**config.mk**
```make
export PLATFORM = sky130hd
export DESIGN_NAME = sr_mem_arbiter_flat
export DESIGN_NICKNAME = d
export VERILOG_FILES = /design/src/rtl/sr_mem_arbiter_if.sv /design/src/rtl/sr_mem_arbiter.sv /design/src/flat_wrapper.sv
export SDC_FILE = /design/constraint.sdc
export NUM_CORES = 1
export LEC_CHECK = 0
export BUFFER_PORTS_ARGS = -buffer_cell sky130_fd_sc_hd__buf_2
export CAP_MARGIN = 10
export CORE_AREA = 3 3 128 130
export CTS_CLUSTER_SIZE = 20
export DETAILED_ROUTE_END_ITERATION = 16
export DIE_AREA = 0 0 131 133
export GPL_ROUTABILITY_DRIVEN = 1
export SYNTH_ARGS = -nofsm -noshare
export SYNTH_HDL_FRONTEND = slang
export SYNTH_SLANG_ARGS = --single-unit
export TNS_END_PERCENT = 5
```
**constraint.sdc**
```tcl
create_clock -name clk -period 2.72 [get_ports clk]
set_input_delay 0 -clock clk [delete_from_list [all_inputs] [get_ports clk]]
set_output_delay 0 -clock clk [all_outputs]
set_load 0.02 [all_outputs]
```
**src/rtl/sr_mem_arbiter_if.sv**
```systemverilog
// Bundle of requester-side and memory-side signals around sr_mem_arbiter.
// The arbiter connects through the slave modport; the surrounding fabric uses master.
interface sr_mem_arbiter_if #(
   parameter int unsigned NUM_REQ    = 4,
   parameter int unsigned ADDR_WIDTH = 16,
   parameter int unsigned DATA_WIDTH = 32
);
   logic [NUM_REQ-1:0]            req_wr_i;
   logic [NUM_REQ*ADDR_WIDTH-1:0] req_addr_i;
   logic [NUM_REQ*DATA_WIDTH-1:0] req_wdata_i;
   logic [NUM_REQ-1:0]            req_valid_i;
   logic [NUM_REQ-1:0]            req_ready_o;
   logic [NUM_REQ-1:0]            resp_valid_o;
   logic [NUM_REQ-1:0]            resp_ready_i;
   logic [DATA_WIDTH-1:0]         resp_rdata_o;
   logic                          resp_err_o;
   logic                          mem_wr_o;
   logic [ADDR_WIDTH-1:0]         mem_addr_o;
   logic [DATA_WIDTH-1:0]         mem_wdata_o;
   logic                          mem_req_valid_o;
   logic                          mem_req_ready_i;
   logic                          mem_resp_valid_i;
   logic                          mem_resp_ready_o;
   logic [DATA_WIDTH-1:0]         mem_rdata_i;
   logic [NUM_REQ-1:0]            grant_o;
   logic                          busy_o;

   modport slave (
      input  req_wr_i, req_addr_i, req_wdata_i, req_valid_i, resp_ready_i,
             mem_req_ready_i, mem_resp_valid_i, mem_rdata_i,
      output req_ready_o, resp_valid_o, resp_rdata_o, resp_err_o,
             mem_wr_o, mem_addr_o, mem_wdata_o, mem_req_valid_o, mem_resp_ready_o,
             grant_o, busy_o
   );

   modport master (
      output req_wr_i, req_addr_i, req_wdata_i, req_valid_i, resp_ready_i,
             mem_req_ready_i, mem_resp_valid_i, mem_rdata_i,
      input  req_ready_o, resp_valid_o, resp_rdata_o, resp_err_o,
             mem_wr_o, mem_addr_o, mem_wdata_o, mem_req_valid_o, mem_resp_ready_o,
             grant_o, busy_o
   );
endinterface

```
**src/rtl/sr_mem_arbiter.sv**
```systemverilog
// Round-robin arbiter sharing one simple-memory port between NUM_REQ cores,
// one outstanding transaction, with a held response and a response timeout.
module sr_mem_arbiter #(
   parameter int unsigned NUM_REQ    = 4,
   parameter int unsigned ADDR_WIDTH = 16,
   parameter int unsigned DATA_WIDTH = 32,
   parameter int unsigned TIMEOUT    = 1024
) (
   input logic             clk,
   input logic             rst,
   sr_mem_arbiter_if.slave bus
);

   localparam int unsigned IDX_W  = $clog2(NUM_REQ);
   localparam int unsigned TCNT_W = (TIMEOUT == 0) ? 1 : $clog2(TIMEOUT + 1);

   localparam logic [1:0] S_IDLE  = 2'd0;
   localparam logic [1:0] S_REQ   = 2'd1;
   localparam logic [1:0] S_RESP  = 2'd2;
   localparam logic [1:0] S_DRAIN = 2'd3;

   logic [1:0]            state, state_d;
   logic [IDX_W-1:0]      gnt, gnt_d;
   logic [IDX_W-1:0]      ptr, ptr_d;
   logic [TCNT_W-1:0]     tcnt, tcnt_d;
   logic [DATA_WIDTH-1:0] rdata_q, rdata_d;
   logic                  err_q, err_d;

   logic [IDX_W-1:0]      pick;
   logic [IDX_W-1:0]      cand;
   logic                  pick_found;

   logic [ADDR_WIDTH-1:0] addr_a  [NUM_REQ];
   logic [DATA_WIDTH-1:0] wdata_a [NUM_REQ];

   // Unpack per-requester fields so the owner can be selected by index
   for (genvar k = 0; k < NUM_REQ; k++) begin : g_unpack
      assign addr_a[k]  = bus.req_addr_i[k*ADDR_WIDTH +: ADDR_WIDTH];
      assign wdata_a[k] = bus.req_wdata_i[k*DATA_WIDTH +: DATA_WIDTH];
   end

   // First valid requester at or above ptr, wrapping modulo NUM_REQ
   always_comb begin
      pick       = ptr;
      cand       = ptr;
      pick_found = 1'b0;
      for (int unsigned i = 0; i < NUM_REQ; i++) begin
         cand = IDX_W'((32'(ptr) + i) % NUM_REQ);
         if (!pick_found && bus.req_valid_i[cand]) begin
            pick       = cand;
            pick_found = 1'b1;
         end
      end
   end

   always_ff @(posedge clk or posedge rst) begin
      if (rst) begin
         state   <= S_IDLE;
         gnt     <= '0;
         ptr     <= '0;
         tcnt    <= '0;
         rdata_q <= '0;
         err_q   <= 1'b0;
      end else begin
         state   <= state_d;
         gnt     <= gnt_d;
         ptr     <= ptr_d;
         tcnt    <= tcnt_d;
         rdata_q <= rdata_d;
         err_q   <= err_d;
      end
   end

   always_comb begin
      state_d = state;
      gnt_d   = gnt;
      ptr_d   = ptr;
      tcnt_d  = tcnt;
      rdata_d = rdata_q;
      err_d   = err_q;
      case (state)
         S_IDLE: begin
            if (|bus.req_valid_i) begin
               gnt_d   = pick;
               state_d = S_REQ;
            end
         end
         S_REQ: begin
            // A requester withdrawing its request releases the port without advancing ptr
            if (!bus.req_valid_i[gnt]) begin
               state_d = S_IDLE;
            end else if (bus.mem_req_ready_i) begin
               tcnt_d  = '0;
               state_d = S_RESP;
            end
         end
         S_RESP: begin
            if (tcnt != {TCNT_W{1'b1}}) begin
               tcnt_d = tcnt + TCNT_W'(1);
            end
            if (bus.mem_resp_valid_i) begin
               rdata_d = bus.mem_rdata_i;
               err_d   = 1'b0;
               state_d = S_DRAIN;
            end else if ((TIMEOUT != 0) && (tcnt == TCNT_W'(TIMEOUT - 1))) begin
               rdata_d = '0;
               err_d   = 1'b1;
               state_d = S_DRAIN;
            end
         end
         S_DRAIN: begin
            if (bus.resp_ready_i[gnt]) begin
               ptr_d   = (32'(gnt) == NUM_REQ - 1) ? '0 : gnt + IDX_W'(1);
               state_d = S_IDLE;
            end
         end
         default: state_d = S_IDLE;
      endcase
   end

   // Outputs decode from state so reset clears them without waiting for a clock edge
   always_comb begin
      bus.req_ready_o      = '0;
      bus.resp_valid_o     = '0;
      bus.resp_rdata_o     = '0;
      bus.resp_err_o       = 1'b0;
      bus.mem_wr_o         = 1'b0;
      bus.mem_addr_o       = '0;
      bus.mem_wdata_o      = '0;
      bus.mem_req_valid_o  = 1'b0;
      bus.mem_resp_ready_o = 1'b0;
      bus.grant_o          = '0;
      bus.busy_o           = 1'b0;
      if (state != S_IDLE) begin
         bus.busy_o  = 1'b1;
         bus.grant_o = NUM_REQ'(1) << gnt;
      end
      case (state)
         S_REQ: begin
            bus.mem_req_valid_o  = bus.req_valid_i[gnt];
            bus.mem_wr_o         = bus.req_wr_i[gnt];
            bus.mem_addr_o       = addr_a[gnt];
            bus.mem_wdata_o      = wdata_a[gnt];
            bus.req_ready_o[gnt] = bus.mem_req_ready_i & bus.req_valid_i[gnt];
         end
         S_RESP: bus.mem_resp_ready_o = 1'b1;
         S_DRAIN: begin
            bus.resp_valid_o[gnt] = 1'b1;
            bus.resp_rdata_o      = rdata_q;
            bus.resp_err_o        = err_q;
         end
         default: ;
      endcase
   end

endmodule

```
**src/flat_wrapper.sv**
```systemverilog
// flat-port wrapper written by rule: the top's interface ports become plain ports
module sr_mem_arbiter_flat 
#(
   parameter int unsigned NUM_REQ    = 4,
   parameter int unsigned ADDR_WIDTH = 16,
   parameter int unsigned DATA_WIDTH = 32,
   parameter int unsigned TIMEOUT    = 1024
)
  (clk, rst, bus_req_wr_i, bus_req_addr_i, bus_req_wdata_i, bus_req_valid_i, bus_resp_ready_i, bus_mem_req_ready_i, bus_mem_resp_valid_i, bus_mem_rdata_i, bus_req_ready_o, bus_resp_valid_o, bus_resp_rdata_o, bus_resp_err_o, bus_mem_wr_o, bus_mem_addr_o, bus_mem_wdata_o, bus_mem_req_valid_o, bus_mem_resp_ready_o, bus_grant_o, bus_busy_o);
  sr_mem_arbiter_if #(.NUM_REQ(NUM_REQ), .ADDR_WIDTH(ADDR_WIDTH), .DATA_WIDTH(DATA_WIDTH)) bus_i ();
  input logic clk;
  input logic rst;
  input wire logic [$bits(bus_i.req_wr_i)-1:0] bus_req_wr_i;
  input wire logic [$bits(bus_i.req_addr_i)-1:0] bus_req_addr_i;
  input wire logic [$bits(bus_i.req_wdata_i)-1:0] bus_req_wdata_i;
  input wire logic [$bits(bus_i.req_valid_i)-1:0] bus_req_valid_i;
  input wire logic [$bits(bus_i.resp_ready_i)-1:0] bus_resp_ready_i;
  input wire logic [$bits(bus_i.mem_req_ready_i)-1:0] bus_mem_req_ready_i;
  input wire logic [$bits(bus_i.mem_resp_valid_i)-1:0] bus_mem_resp_valid_i;
  input wire logic [$bits(bus_i.mem_rdata_i)-1:0] bus_mem_rdata_i;
  output wire logic [$bits(bus_i.req_ready_o)-1:0] bus_req_ready_o;
  output wire logic [$bits(bus_i.resp_valid_o)-1:0] bus_resp_valid_o;
  output wire logic [$bits(bus_i.resp_rdata_o)-1:0] bus_resp_rdata_o;
  output wire logic [$bits(bus_i.resp_err_o)-1:0] bus_resp_err_o;
  output wire logic [$bits(bus_i.mem_wr_o)-1:0] bus_mem_wr_o;
  output wire logic [$bits(bus_i.mem_addr_o)-1:0] bus_mem_addr_o;
  output wire logic [$bits(bus_i.mem_wdata_o)-1:0] bus_mem_wdata_o;
  output wire logic [$bits(bus_i.mem_req_valid_o)-1:0] bus_mem_req_valid_o;
  output wire logic [$bits(bus_i.mem_resp_ready_o)-1:0] bus_mem_resp_ready_o;
  output wire logic [$bits(bus_i.grant_o)-1:0] bus_grant_o;
  output wire logic [$bits(bus_i.busy_o)-1:0] bus_busy_o;
  assign bus_i.req_wr_i = bus_req_wr_i;
  assign bus_i.req_addr_i = bus_req_addr_i;
  assign bus_i.req_wdata_i = bus_req_wdata_i;
  assign bus_i.req_valid_i = bus_req_valid_i;
  assign bus_i.resp_ready_i = bus_resp_ready_i;
  assign bus_i.mem_req_ready_i = bus_mem_req_ready_i;
  assign bus_i.mem_resp_valid_i = bus_mem_resp_valid_i;
  assign bus_i.mem_rdata_i = bus_mem_rdata_i;
  assign bus_req_ready_o = bus_i.req_ready_o;
  assign bus_resp_valid_o = bus_i.resp_valid_o;
  assign bus_resp_rdata_o = bus_i.resp_rdata_o;
  assign bus_resp_err_o = bus_i.resp_err_o;
  assign bus_mem_wr_o = bus_i.mem_wr_o;
  assign bus_mem_addr_o = bus_i.mem_addr_o;
  assign bus_mem_wdata_o = bus_i.mem_wdata_o;
  assign bus_mem_req_valid_o = bus_i.mem_req_valid_o;
  assign bus_mem_resp_ready_o = bus_i.mem_resp_ready_o;
  assign bus_grant_o = bus_i.grant_o;
  assign bus_busy_o = bus_i.busy_o;
  sr_mem_arbiter #(.NUM_REQ(NUM_REQ), .ADDR_WIDTH(ADDR_WIDTH), .DATA_WIDTH(DATA_WIDTH), .TIMEOUT(TIMEOUT)) u_core (.clk(clk), .rst(rst), .bus(bus_i));
endmodule
```
=== Yosys cells after proc, flatten, opt, wreduce, memory -nomap -nowiden ===
Cells that the tools add are included.

* Register bits: 50
* Bits in latches: 0
* RAM bits: 0
* ROM bits: 0
* Bits of input ports: 240
* Word-level logic and storage cells: 107
* Memories: 0

* $add $sub $neg: 5
* Multipliers: 0
* Div/mod/pow operators: 0
* $lt $le $gt $ge: 7
* Eq/ne operators: 13
* Shifts and indexed selects: 1
* Multiplexer cells: 55
* Bitwise gates (word level): 3
* Reduce and logical (&&, ||, !) cells: 17

{| class="wikitable"
|+ Operator list
! operator !! number
|-
| $mux 32 || 6
|-
| $bmux 32 s2 || 1
|-
| $mux 16 || 3
|-
| $mux 11 || 3
|-
| $bmux 16 s2 || 1
|-
| $pmux 11 s2 || 1
|-
| $mux 2 || 10
|-
| $mux 1 || 18
|-
| $lt 2x3->1 const B || 5
|-
| $bmux 1 s2 || 7
|-
| $mux 4 || 3
|-
| $add 11x1->11 const B || 1
|-
| $eq 11x10->1 const B || 1
|-
| $ne 11x11->1 const B || 1
|-
| $ne 2x1->1 const B || 4
|-
| $pmux 2 s4 || 1
|-
| $reduce_and 4->1 || 2
|-
| $eq 2x2->1 const B || 3
|-
| $reduce_and 2->1 || 3
|-
| $reduce_bool 2->1 || 3
|-
| $add 2x1->2 const B || 2
|-
| $add 2x2->2 const B || 2
|-
| $and 4x4->4 || 1
|-
| $logic_and 1x1->1 || 4
|-
| other kinds (13) || 15
|}

=== Depth between registers and ports, before layout ===
Gate-level depths: netlist (run 1).

* Depth after elaboration: 12
* Mapped depth: 6
* Depth with buffers taken out: 5

=== Worst setup path after synthesis (run 1) ===
Ideal clock, no wire load.

* Kind: flip-flop to flip-flop
* From: register u_core.gnt[1]
* To: register u_core.ptr[1]
* Library setup time: 0.125 ns
* Arrival time: 1.539 ns
* Data required time: 2.595 ns
* Slack: 1.056 ns
* Stages on the path, launching flop included: 6
* Buffers on the path: 2
* Period minus slack after synthesis: 1.664 ns
* Cells stage by stage: dfrtp_1 > clkbuf_1 > clkbuf_1 > inv_1 > ha_1 > mux2_2

* Cells in the longest elaborated chain, start to end: 3

{| class="wikitable"
|+ RTL lines
! what !! line !! text
|-
| start: declaration || sr_mem_arbiter.sv:23 || <nowiki>logic [IDX_W-1:0] gnt, gnt_d;</nowiki>
|-
| start signal: assignment || sr_mem_arbiter.sv:66 || <nowiki>gnt <= gnt_d;</nowiki>
|-
| $bmux 1 s2 || sr_mem_arbiter.sv:112 || <nowiki>if (bus.resp_ready_i[gnt]) begin</nowiki>
|-
| $mux 1 (not written as such) || sr_mem_arbiter.sv:112 ||
|-
| $reduce_and 2->1 (no source line) || -- ||
|-
| end signal: assignment || sr_mem_arbiter.sv:67 || <nowiki>ptr <= ptr_d;</nowiki>
|-
| end: declaration || sr_mem_arbiter.sv:24 || <nowiki>logic [IDX_W-1:0] ptr, ptr_d;</nowiki>
|}

Parallel ways exist; a longest one is shown, timed or not. The select of a mux whose other input is x is not followed.
A chain may end at the register's enable or synchronous reset.

==> out/qor.csv, run 1 <==
stage,metric,value,unit
floorplan,core area,15300,um^2
final_layout,Layout Nets,961,
clock_network,CTS Buf Count,5,
sta,Tmin final,2.24,ns
synth,synth warn,0,
pwr,switching share of power,45.0,%
global_route,pin count of the biggest net entering global routing,50,
floorplan,Die W,131,um
clock_network,TritonCTS clock tree,done,
synth,complex-gate fraction of the synthesized area,11.3,%
clock_network,Clock transition at path regs,0.07,ns
clock_network,H-tree levels,2,
job,# Max-Cap Violations,0,
sta,Max-slew headroom,57.1,%
setup_path,crit end category,output port,
route,TritonRoute pass-1 iters,4,
synth,mux contribution to synthesized area,29.9,%
setup_path,"Max FO, Critical Path",49,
clock_network,clk root buf,clkbuf_16,
clock_network,Max clock buf depth,2,
route,DRT antenna net count,0,
setup_path,Setup CP Type,flip-flop to output port,
sta,max-slew violations,0,
route,final wirelength,19.7,mm
sta,Final Hold Viols,0,
route,routed vias,4616,
min_path,HP Start,bus_mem_req_ready_i,
route,mean routed wirelength per cell,21.0,um
final_layout,"non-filler cells, final",935,
sta,Layout Skew,0.00649,ns
synth,syn_nets,609,
synth,post-synthesis xor/xnor area fraction,0.429,%
global_route,Global Route Usage Sum,21.6,%
clock_network,clock insertion delay at the later pin of the skew report,0.28,ns
pwr,PwrDens,905,nW/um^2
setup_path,startpoint types,flip-flop,
sta,fin crit share,82.5,%
final_layout,most frequent cells in the layout,"336 x buf_2, 57 x nor2b_1, 51 x mux4_2",
floorplan,Cell Rows,45,
route,DRC errors left,0,
sta,FMAX,0.446,GHz
clock_network,Post-CTS Repair Setup Buffers,0,
global_route,global-route wire length before repair,28.5,mm
global_route,initial antenna violation count,15,
pwr,Pint,3.23,mW
synth,sequential-to-total area share from yosys stat,30.6,%
final_layout,layout cells sized above 1,57.9,%
floorplan,die area,17400,um^2
min_path,HP Class,primary input to flip-flop,
floorplan,IO Pins,337,
sta,Setup TNS,0,ns
clock_network,# clock sinks,50,
synth,syn_area_per_cell,11.2,um^2
setup_path,Worst Path Arrival,2.24,ns
pwr,VDD IR max,0.422,mV
final_layout,"most common cell after layout, fill and taps aside",buf_2,
pwr,Seq pwr share,22.8,%
global_route,vias in the first global route,4788,
synth,largest family of logic cells by synthesized area,multiplexers,
placed_design,input/output buffers,336,
synth,asr flop ratio synth,100,%
placed_design,post-detail-place hpwl,16.4,mm
route,iteration-0 DRC count of the detailed router,296,
pwr,Net Sw Power,2.64,mW
synth,Mapped Area,4090,um^2
synth,area share of fa/ha/maj cells after synthesis,1.53,%
sta,setup violators final,0,
synth,synthesized flop and latch total,50,
placed_design,Final Wtd Congestion,0.839,
synth,number of flops mapped to enable cells by yosys,0,
synth,post-synthesis cell count,364,
synth,Synth Area in Simple Gates,21.5,%
setup_path,"reg-to-reg slack, setup",0.76,ns
synth,predominant post-synthesis flop cell,dfrtp_1,
route,DR vias/cell,4.94,
pwr,Comb pwr share,65.2,%
floorplan,Initial Utilization,26.8,%
final_layout,Layout area overhead,58.8,%
pwr,Leak,3.43,nW
sta,RSZ-0062 raised after global routing,false,
pwr,Clk pwr share,12.0,%
outcome,status,"finished, final reports clean",
global_route,Overflow after GRT,0,
placed_design,placed cells,887,
setup_path,Worst EP required,2.72,ns
synth,Cell variety after synth,42,
floorplan,Die Span Y,133,um
sta,Tightest Pin Transition,0.643,ns
==> layout make-up <==
cell class,count,area [um^2]
clock buffer,6,129
inverter,11,41.3
antenna,7,17.5
sequential,50,1260
tap,211,264
timing repair buffer,379,2100
fill,1514,8770
clock inverter,2,37.5
multi-input combinational,269,2650
==> Yosys cell counts, types with 2 or more instances <==
cell	number	area, um^2
ha_1	5	62.6
mux2i_1	6	60.1
inv_1	11	41.3
and3_1	43	269
o21ai_0	4	20.0
mux4_2	51	1150
nor2b_1	57	357
clkbuf_1	22	82.6
nor3_1	3	15.0
dfrtp_1	50	1250
buf_6	2	22.5
nor2_1	11	41.3
nand2b_1	3	18.8
xnor2_1	2	17.5
nor4_1	3	18.8
nand3_1	3	15.0
a22o_1	33	289
buf_2	10	50.1
a21oi_1	6	30.0
o31ai_1	3	22.5
nand2_1	15	56.3
==> worst max-delay path: stages (launching register included) <==
cell      delay (ns)
dfrtp_1         0.59
buf_4           0.36
nand2b_2        0.18
buf_4           0.45
nor2b_1         0.13
buf_2           0.19
==> metrics by stage <==
step | setup WS [ns] | utilization (%) | hold WS [ns] | total power [mW] | area, um^2
2_1_floorplan | 1.06 | - | 0.140 | 3.98 | 4090
3_3_place_gp | 0.835 | 39.2 | 0.121 | 5.11 | 5980
3_5_place_dp | 0.797 | 39.2 | 0.123 | 5.14 | 5980
4_1_cts | 0.524 | 42.4 | 0.0211 | 5.89 | 6470
5_1_grt | 0.336 | 42.5 | 0.0473 | 6.25 | 6480
6_report | 0.477 | 42.5 | 0.0261 | 5.87 | 6490
==> what timing repair did <==
action / CTS / global route
endpoints found under the hold margin: 58 / 0
hold buffers: 33 / 0
resized for setup: 0 / 0
==> power groups by stage <==
stage | clock network, mW | registers, mW | logic (mW)
finish | 0.707 | 1.34 | 3.83
global route | 0.748 | 1.38 | 4.12
CTS | 0.718 | 1.33 | 3.85
detailed placement | 0 | 1.33 | 3.80
global placement | 0 | 1.33 | 3.78
floorplan | 0 | 1.18 | 2.80
==> registers in the layout, summed over array words and instances, names as in the netlist, named ones only <==
signal and cells:
u_core.rdata_q 32, u_core.tcnt 11, u_core.gnt 2, u_core.ptr 2, u_core.err_q 1, u_core.state 1
==> final timing paths <==
check                      cells after the start                  to
min in group asynchronous                      3   u_core.rdata_q[5]
max in group asynchronous                      4  u_core.rdata_q[14]
setup reg to reg                               5      u_core.tcnt[5]
hold reg to reg                                1  u_core.rdata_q[16]
hold / removal                                 4     u_core.state[0]
setup / recovery                               5   bus_mem_addr_o[0]
==> metal layers <==
| metal | wire, um | part of all wire [%] | track usage, % |
|---|---|---|---|
| met1 | 7490 | 38 | 28.9 |
| met2 | 9410 | 48 | 34.0 |
| met3 | 2450 | 12 | 7.75 |
| met4 | 265 | 1.3 | 3.71 |
| met5 | 50 | 0.25 | 0 |
==> cell families (layout without fill, tap and decap cells) <==
group | Yosys count | in the layout
AND/OR/NAND/NOR | 147 | 147
flip-flops | 50 | 50
other | 0 | 7
multiplexers | 58 | 58
XOR/XNOR | 2 | 2
buffers and inverters | 45 | 398
AO/OA/AOI/OAI | 57 | 57
adder cells (fa/ha/maj) | 5 | 5
Power figures use the tool's default switching activity.
==> inputs of run 2 (changes only) <==
Settings changed: ABC_AREA set to 1, CORE_AREA 3 3 128 130 to 3 3 131 133, DIE_AREA 0 0 131 133 to 0 0 134 136.
Clock period 2.72 ns to 2 ns, I/O delays scaled along.
==> run 2 against run 1 <==
Net effect: clock power is 19% higher; count of clock-buffer cells in the layout shrank 1; critical path depth grew 2; sequential share of layout area is 1.4 points lower; critical endpoint is now bus_mem_wdata_o[27]; synthesized cell count rose by 110%; largest cell class unchanged; cell count increased by 40%; setup slack got worse by 0.44 ns; area after synthesis rose by 11%.
==> out/qor.csv, run 2 <==
stage,metric,value,unit,change
route,DR vias/cell,4.70,,was 4.94
floorplan,Die Span Y,136,um,was 133 um
final_layout,fin area,6990,um^2,was 6490 um^2
clock_network,Post-CTS Repair Setup Buffers,0,,unchanged
synth,number of flops mapped to enable cells by yosys,0,,unchanged
floorplan,IO Pins,337,,unchanged
sta,RSZ-0062 raised after global routing,true,,was false
final_layout,Layout Nets,1337,,was 961
synth,synth warn,0,,unchanged
synth,synthesized flop and latch total,50,,unchanged
job,# Max-Cap Violations,0,,unchanged
final_layout,most flop-heavy register,u_core.rdata_q,,unchanged
final_layout,Layout Utilization,43.8,%,was 42.5%
global_route,Global Route Usage Sum,21.5,%,was 21.6%
setup_path,"most used cell, CP",nor2_1,,was buf_4
global_route,global-route wire length before repair,31.1,mm,was 28.5 mm
final_layout,"non-filler cells, final",1309,,was 935
sta,max-slew violations,0,,unchanged
route,highest metal used,met5,,unchanged
final_layout,Largest register FFs,32,,unchanged
route,met3 WL post-DR,1.82,mm,was 2.45 mm
placed_design,post-detail-place hpwl,16.0,mm,was 16.4 mm
floorplan,die area,18200,um^2,was 17400 um^2
route,mean routed wirelength per cell,15.9,um,was 21.0 um
sta,setup violators final,0,,unchanged
min_path,HP Class,primary input to flip-flop,,unchanged
setup_path,crit end category,output port,,unchanged
synth,"count leader, synth",nor2_1,,was nor2b_1
setup_path,startpoint types,flip-flop,,unchanged
route,iteration-0 DRC count of the detailed router,273,,was 296
final_layout,diodes inserted,0,,was 7
outcome,status,"finished, final reports clean",,unchanged
final_layout,Top Registers,"u_core.rdata_q: 32 flops, u_core.tcnt: 11 flops",,unchanged
synth,predominant post-synthesis flop cell,dfrtp_1,,unchanged
setup_path,Worst EP required,2.00,ns,was 2.72 ns
synth,Mapped Area,4540,um^2,was 4090 um^2
clock_network,# clock sinks,50,,unchanged
setup_path,Setup CP Type,flip-flop to output port,,unchanged
synth,Cell variety after synth,32,,was 42
final_layout,layout cells sized above 1,36.4,%,was 57.9%
synth,syn_area_per_cell,6.08,um^2,was 11.2 um^2
placed_design,dpl ws,0.302,ns,was 0.797 ns
sta,Setup TNS,0,ns,unchanged
setup_path,"Max FO, Critical Path",35,,was 49
global_route,initial antenna violation count,3,,was 15
setup_path,Crit-path slowest cell,dfrtp_4,,was dfrtp_1
sta,Final Hold Viols,0,,unchanged
placed_design,Final Wtd Congestion,0.920,,was 0.839
pwr,Leak,3.86,nW,was 3.43 nW
sta,Max-slew headroom,65.2,%,was 57.1%
route,met1 WL,8.48,mm,was 7.49 mm
global_route,pin count of the biggest net entering global routing,54,,was 50
clock_network,TritonCTS clock tree,done,,unchanged
placed_design,input/output buffers,336,,unchanged
pwr,VDD IR max,0.475,mV,was 0.422 mV
sta,Tmin final,1.96,ns,
final_layout,Layout area overhead,53.9,%,was 58.8%
route,routed wl met2,10.1,mm,was 9.41 mm
floorplan,Initial Utilization,28.5,%,was 26.8%
clock_network,Clock transition at path regs,0.06,ns,was 0.07 ns
route,final wirelength,20.8,mm,was 19.7 mm
setup_path,Critical Path Max Stage Delay,0.52,ns,was 0.59 ns
synth,share of the synthesized area in the top cell type,27.6,%,was 30.6%
global_route,vias in the first global route,5800,,was 4788
sta,worst setup slack after layout,0.0392,ns,was 0.477 ns
pwr,Final Power,8.99,mW,was 5.87 mW
synth,Yosys top cell by area,dfrtp_1,,unchanged
global_route,Overflow after GRT,0,,unchanged
synth,largest cells by area after synthesis,"dfrtp_1 28%, nor2_1 21%, o21ai_0 11%, nand2_1 6.9%, a22o_1 6.2%",,"was dfrtp_1 31%, mux4_2 28%, nor2b_1 8.7%, a22o_1 7.1%, and3_1 6.6%"
pwr,PwrDens,1290,nW/um^2,was 905 nW/um^2
synth,sequential-to-total area share from yosys stat,27.6,%,was 30.6%
placed_design,area post-placement,6470,um^2,was 5980 um^2
route,DRT antenna net count,0,,unchanged
clock_network,clock insertion delay at the later pin of the skew report,0.29,ns,was 0.28 ns
synth,syn_nets,992,,was 609
final_layout,most frequent cells in the layout,"336 x buf_2, 256 x nor2_1, 100 x o21ai_0",,"was 336 x buf_2, 57 x nor2b_1, 51 x mux4_2"
sta,Layout Skew,0.00686,ns,was 0.00649 ns
sta,FMAX,0.510,GHz,
placed_design,placed cells,1267,,was 887
clock_network,H-tree levels,2,,unchanged
sta,Tightest Pin Transition,0.521,ns,was 0.643 ns
route,TritonRoute pass-1 iters,5,,was 4
setup_path,crit-path cells,"buf_16, buf_4, nor2_1, nor2_1, o21ai_0, a21oi_1, buf_2",,"was buf_4, nand2b_2, buf_4, nor2b_1, buf_2"
floorplan,Cell Rows,46,,was 45
clock_network,CTS Buf Count,5,,unchanged
sta,final worst hold slack,0.0126,ns,was 0.0261 ns
floorplan,core area,15900,um^2,was 15300 um^2
clock_network,Max clock buf depth,2,,unchanged
final_layout,"most common cell after layout, fill and taps aside",buf_2,,unchanged
synth,asr flop ratio synth,100,%,unchanged
synth,post-synthesis cell count,747,,was 364
clock_network,clk root buf,clkbuf_16,,unchanged
floorplan,Die W,134,um,was 131 um
sta,fin crit share,98.0,%,
final_layout,# fillers,1673,,was 1514
route,DRC errors left,0,,unchanged
route,routed vias,6155,,was 4616
synth,"top cells by count, synth","256 x nor2_1, 100 x o21ai_0, 83 x nand2_1",,"was 57 x nor2b_1, 51 x mux4_2, 50 x dfrtp_1"
setup_path,Worst Path Arrival,1.96,ns,was 2.24 ns
==> run 2: cell count changes in the layout (fill, tap and decap cells not counted), sizes merged, moves of 51 or more <==
cell and change:
nor2b -57, nand2 +72, o21ai +100, nor2 +249, inv +53, mux4 -51
==> run 2: final timing paths <==
kind / slack (ns) / from / to / cells after the start
min reg2reg: 0.50 / u_core.rdata_q[3] / u_core.rdata_q[3] / 1
min: 0.01 / bus_mem_req_ready_i / flip-flop / 3
max: 0.04 / u_core.gnt[0] / bus_mem_wdata_o[27] / 7
max in group asynchronous: 1.10 / rst / u_core.rdata_q[21] / 4
min in group asynchronous: 0.30 / rst / u_core.rdata_q[30] / 3
max reg2reg: 0.28 / u_core.tcnt[0] / u_core.rdata_q[25] / 8
==> run 2: final cells by class <==
type                            instances  area [um^2]  area share (%)
Multi-Input combinational cell        581         2780            39.7
Timing Repair Buffer                  390         2290            32.8
Sequential cell                        50         1260            18.0
Tap cell                              216          270            3.87
Inverter                               64          245            3.51
Clock buffer                            5          125            1.79
Clock inverter                          3         21.3           0.304
==> run 2: routing by layer <==
| layer | GRT usage, % | vias up |
|---|---|---|
| met5 | 0 | - |
| met4 | 5.14 | 4 |
| met3 | 5.18 | 24 |
| met2 | 36.9 | 275 |
| met1 | 27.3 | 2763 |
| li1 | - | 3089 |
==> run 2: cell families after synthesis <==
kind of cell,synth area share [%]
and+or+nand+nor,34.0
xor gates and xnor gates,1.16
adders and majority gates,1.38
DFF,27.6
buffers and inverters,11.3
AOI/OAI and AO/OA,24.6
==> run 2: what timing repair did <==
action,in CTS,in global routing
setup endpoints to repair,2,13
gates resized for setup,1,1
hold buffers,33,0
hold endpoints to repair,54,0
gates cloned,1,0
==> run 2: worst max-delay path: cells and delay by family (launching register included) <==
family | cells | cell delay (ns)
compound gates | 2 | 0.27
buf+inv | 3 | 0.71
flops | 1 | 0.52
simple gates | 2 | 0.16
==> run 2: power breakdown <==
group          internal, mW  switching, mW  leakage [nW]  total (mW)
clock network         0.463          0.376        0.0698       0.839
logic                  2.30           4.06          3.16        6.36
registers              1.43          0.355         0.637        1.79
==> inputs of run 3 (changes only) <==
Clock period 2 ns to 1.6 ns, I/O delays scaled along.
==> run 3 against run 2 <==
Net effect: the flow now finishes with violations (setup timing); global-route usage hardly changed; combinational power is 50% higher; critical endpoint is now bus_mem_wdata_o[13]; cell count is 2.1% higher; via count is 2.5% higher; sequential cell count stayed put.
==> out/qor.csv, run 3 (same netlist as run 2, synthesis figures left out) <==
stage,metric,value,unit,change
route,final wirelength,21.9,mm,was 20.8 mm
route,routed vias,6311,,was 6155
route,iteration-0 DRC count of the detailed router,342,,was 273
sta,max-slew violations,0,,unchanged
sta,worst setup slack after layout,-0.223,ns,was 0.0392 ns
global_route,Overflow after GRT,0,,unchanged
floorplan,die area,18200,um^2,unchanged
setup_path,"Max FO, Critical Path",25,,was 35
floorplan,Cell Rows,46,,unchanged
pwr,Leak,4.06,nW,was 3.86 nW
clock_network,CTS Buf Count,5,,unchanged
floorplan,Die W,134,um,unchanged
floorplan,core area,15900,um^2,unchanged
final_layout,area of the multi-input gates,2950,um^2,was 2780 um^2
final_layout,# fillers,1665,,was 1673
floorplan,Initial Utilization,28.5,%,unchanged
sta,FMAX,0.549,GHz,
clock_network,# clock sinks,50,,unchanged
route,DR vias/cell,4.72,,was 4.70
final_layout,Layout Utilization,48.0,%,was 43.8%
route,DRC errors left,0,,unchanged
final_layout,most flop-heavy register,u_core.rdata_q,,unchanged
sta,fin crit share,114,%,
route,mean routed wirelength per cell,16.4,um,was 15.9 um
clock_network,Max clock buf depth,2,,unchanged
final_layout,Largest register FFs,32,,unchanged
min_path,HP Class,primary input to flip-flop,,unchanged
sta,setup violators final,56,,was 0
global_route,vias in the first global route,5814,,was 5800
outcome,status,"complete, but fails checks",,"was finished, final reports clean"
sta,Tmin final,1.82,ns,
route,TritonRoute pass-1 iters,5,,unchanged
global_route,pin count of the biggest net entering global routing,53,,was 54
final_layout,Top Registers,"u_core.rdata_q: 32 flops, u_core.tcnt: 11 flops",,unchanged
sta,Final Hold Viols,0,,unchanged
setup_path,Worst EP required,1.60,ns,was 2.00 ns
final_layout,storage element area,1260,um^2,about the same
floorplan,IO Pins,337,,unchanged
sta,Layout Skew,0.00482,ns,was 0.00686 ns
pwr,VDD IR max,0.742,mV,was 0.475 mV
setup_path,crit end category,output port,,unchanged
clock_network,clk root buf,clkbuf_16,,unchanged
placed_design,area post-placement,6570,um^2,was 6470 um^2
placed_design,Final Wtd Congestion,0.947,,was 0.920
sta,RSZ-0062 raised after global routing,true,,unchanged
sta,Max-slew headroom,70.6,%,was 65.2%
pwr,Final Power,12.9,mW,was 8.99 mW
job,# Max-Cap Violations,0,,unchanged
global_route,initial antenna violation count,8,,was 3
placed_design,post-detail-place hpwl,16.2,mm,was 16.0 mm
setup_path,Setup CP Type,flip-flop to output port,,unchanged
setup_path,startpoint types,flip-flop,,unchanged
sta,Tightest Pin Transition,0.437,ns,was 0.521 ns
final_layout,most frequent cells in the layout,"293 x buf_2, 216 x nor2_1, 78 x nand2_1",,"was 336 x buf_2, 256 x nor2_1, 100 x o21ai_0"
sta,final worst hold slack,0.104,ns,was 0.0126 ns
final_layout,layout cells sized above 1,42.6,%,was 36.4%
outcome,failing checks,setup timing,,
clock_network,clock insertion delay at the later pin of the skew report,0.29,ns,about the same
global_route,Global Route Usage Sum,21.5,%,about the same
setup_path,Worst Path Arrival,1.82,ns,was 1.96 ns
final_layout,Layout Nets,1359,,was 1337
pwr,PwrDens,1690,nW/um^2,was 1290 nW/um^2
placed_design,input/output buffers,336,,unchanged
route,DRT antenna net count,0,,unchanged
final_layout,fin area,7660,um^2,was 6990 um^2
floorplan,Die Span Y,136,um,unchanged
final_layout,Layout area overhead,68.7,%,was 53.9%
clock_network,TritonCTS clock tree,done,,unchanged
global_route,global-route wire length before repair,31.2,mm,was 31.1 mm
final_layout,"most common cell after layout, fill and taps aside",buf_2,,unchanged
clock_network,Clock transition at path regs,0.07,ns,was 0.06 ns
clock_network,H-tree levels,2,,unchanged
[run 3: path summary, 6_finish.rpt]
| check | startpoint | end | slack (ns) | cells after the start |
|---|---|---|---|---|
| setup / recovery | u_core.gnt[0] | bus_mem_wdata_o[13] | -0.22 | 7 |
| hold / removal | bus_mem_req_ready_i | flip-flop | 0.10 | 4 |
| setup reg to reg | u_core.gnt[0] | u_core.state[0] | 0.02 | 10 |
| hold reg to reg | u_core.rdata_q[30] | u_core.rdata_q[30] | 0.50 | 1 |
| max in group asynchronous | rst | u_core.rdata_q[9] | 0.85 | 4 |
| min in group asynchronous | rst | u_core.ptr[0] | 0.25 | 3 |
[run 3: critical path, cell delays in order (launching register included)]
cell and delay, ns:
dfrtp_4 0.49, buf_12 0.15, buf_12 0.16, nor2_1 0.27, nor2_1 0.10, o21ai_0 0.09
a21oi_1 0.09, buf_4 0.17
[run 3: power by group]
group | leakage, nW | internal (mW) | total [mW] | switching, mW
clock | 0.0771 | 0.739 | 1.20 | 0.463
sequential | 0.636 | 1.79 | 2.16 | 0.365
combinational | 3.35 | 3.90 | 9.55 | 5.65
total | 4.06 | 6.43 | 12.9 | 6.48
[run 3: stage by stage]
stage               std cells  setup TNS, ns  setup WS [ns]
CTS                      1321          -5.63         -0.163
global placement         1278              0         0.0939
global route             1336         -11.34         -0.269
floorplan                 747              0         0.0719
detailed placement       1278              0         0.0537
finish                   1336          -6.51         -0.223
[run 3: cell type report]
cell class	count	area share (%)
clock inverters	2	0.490
diodes	5	0.163
repair buffers	412	35.9
flip-flops and latches	50	16.4
well taps	216	3.53
multi-input cells	581	38.5
inverters	64	3.30
clock buffers	6	1.68
[run 3: timing repair]
action | 4_1_cts | 5_1_grt
setup buffers | 1 | 3
endpoints found under the hold margin | 47 | 0
pin swaps | 9 | 24
gates resized for setup | 51 | 108
gates cloned | 1 | 7
hold buffers | 33 | 0
setup endpoints to repair | 57 | 102
[run 3: layer usage]
| layer | track usage [%] | share of wire (%) | vias up |
|---|---|---|---|
| met1 | 27.0 | 39 | 2836 |
| met2 | 36.5 | 49 | 291 |
| met5 | 0 | 0.18 | - |
| li1 | - | - | 3143 |
| met3 | 6.18 | 8.8 | 35 |
| met4 | 5.49 | 2.1 | 6 |
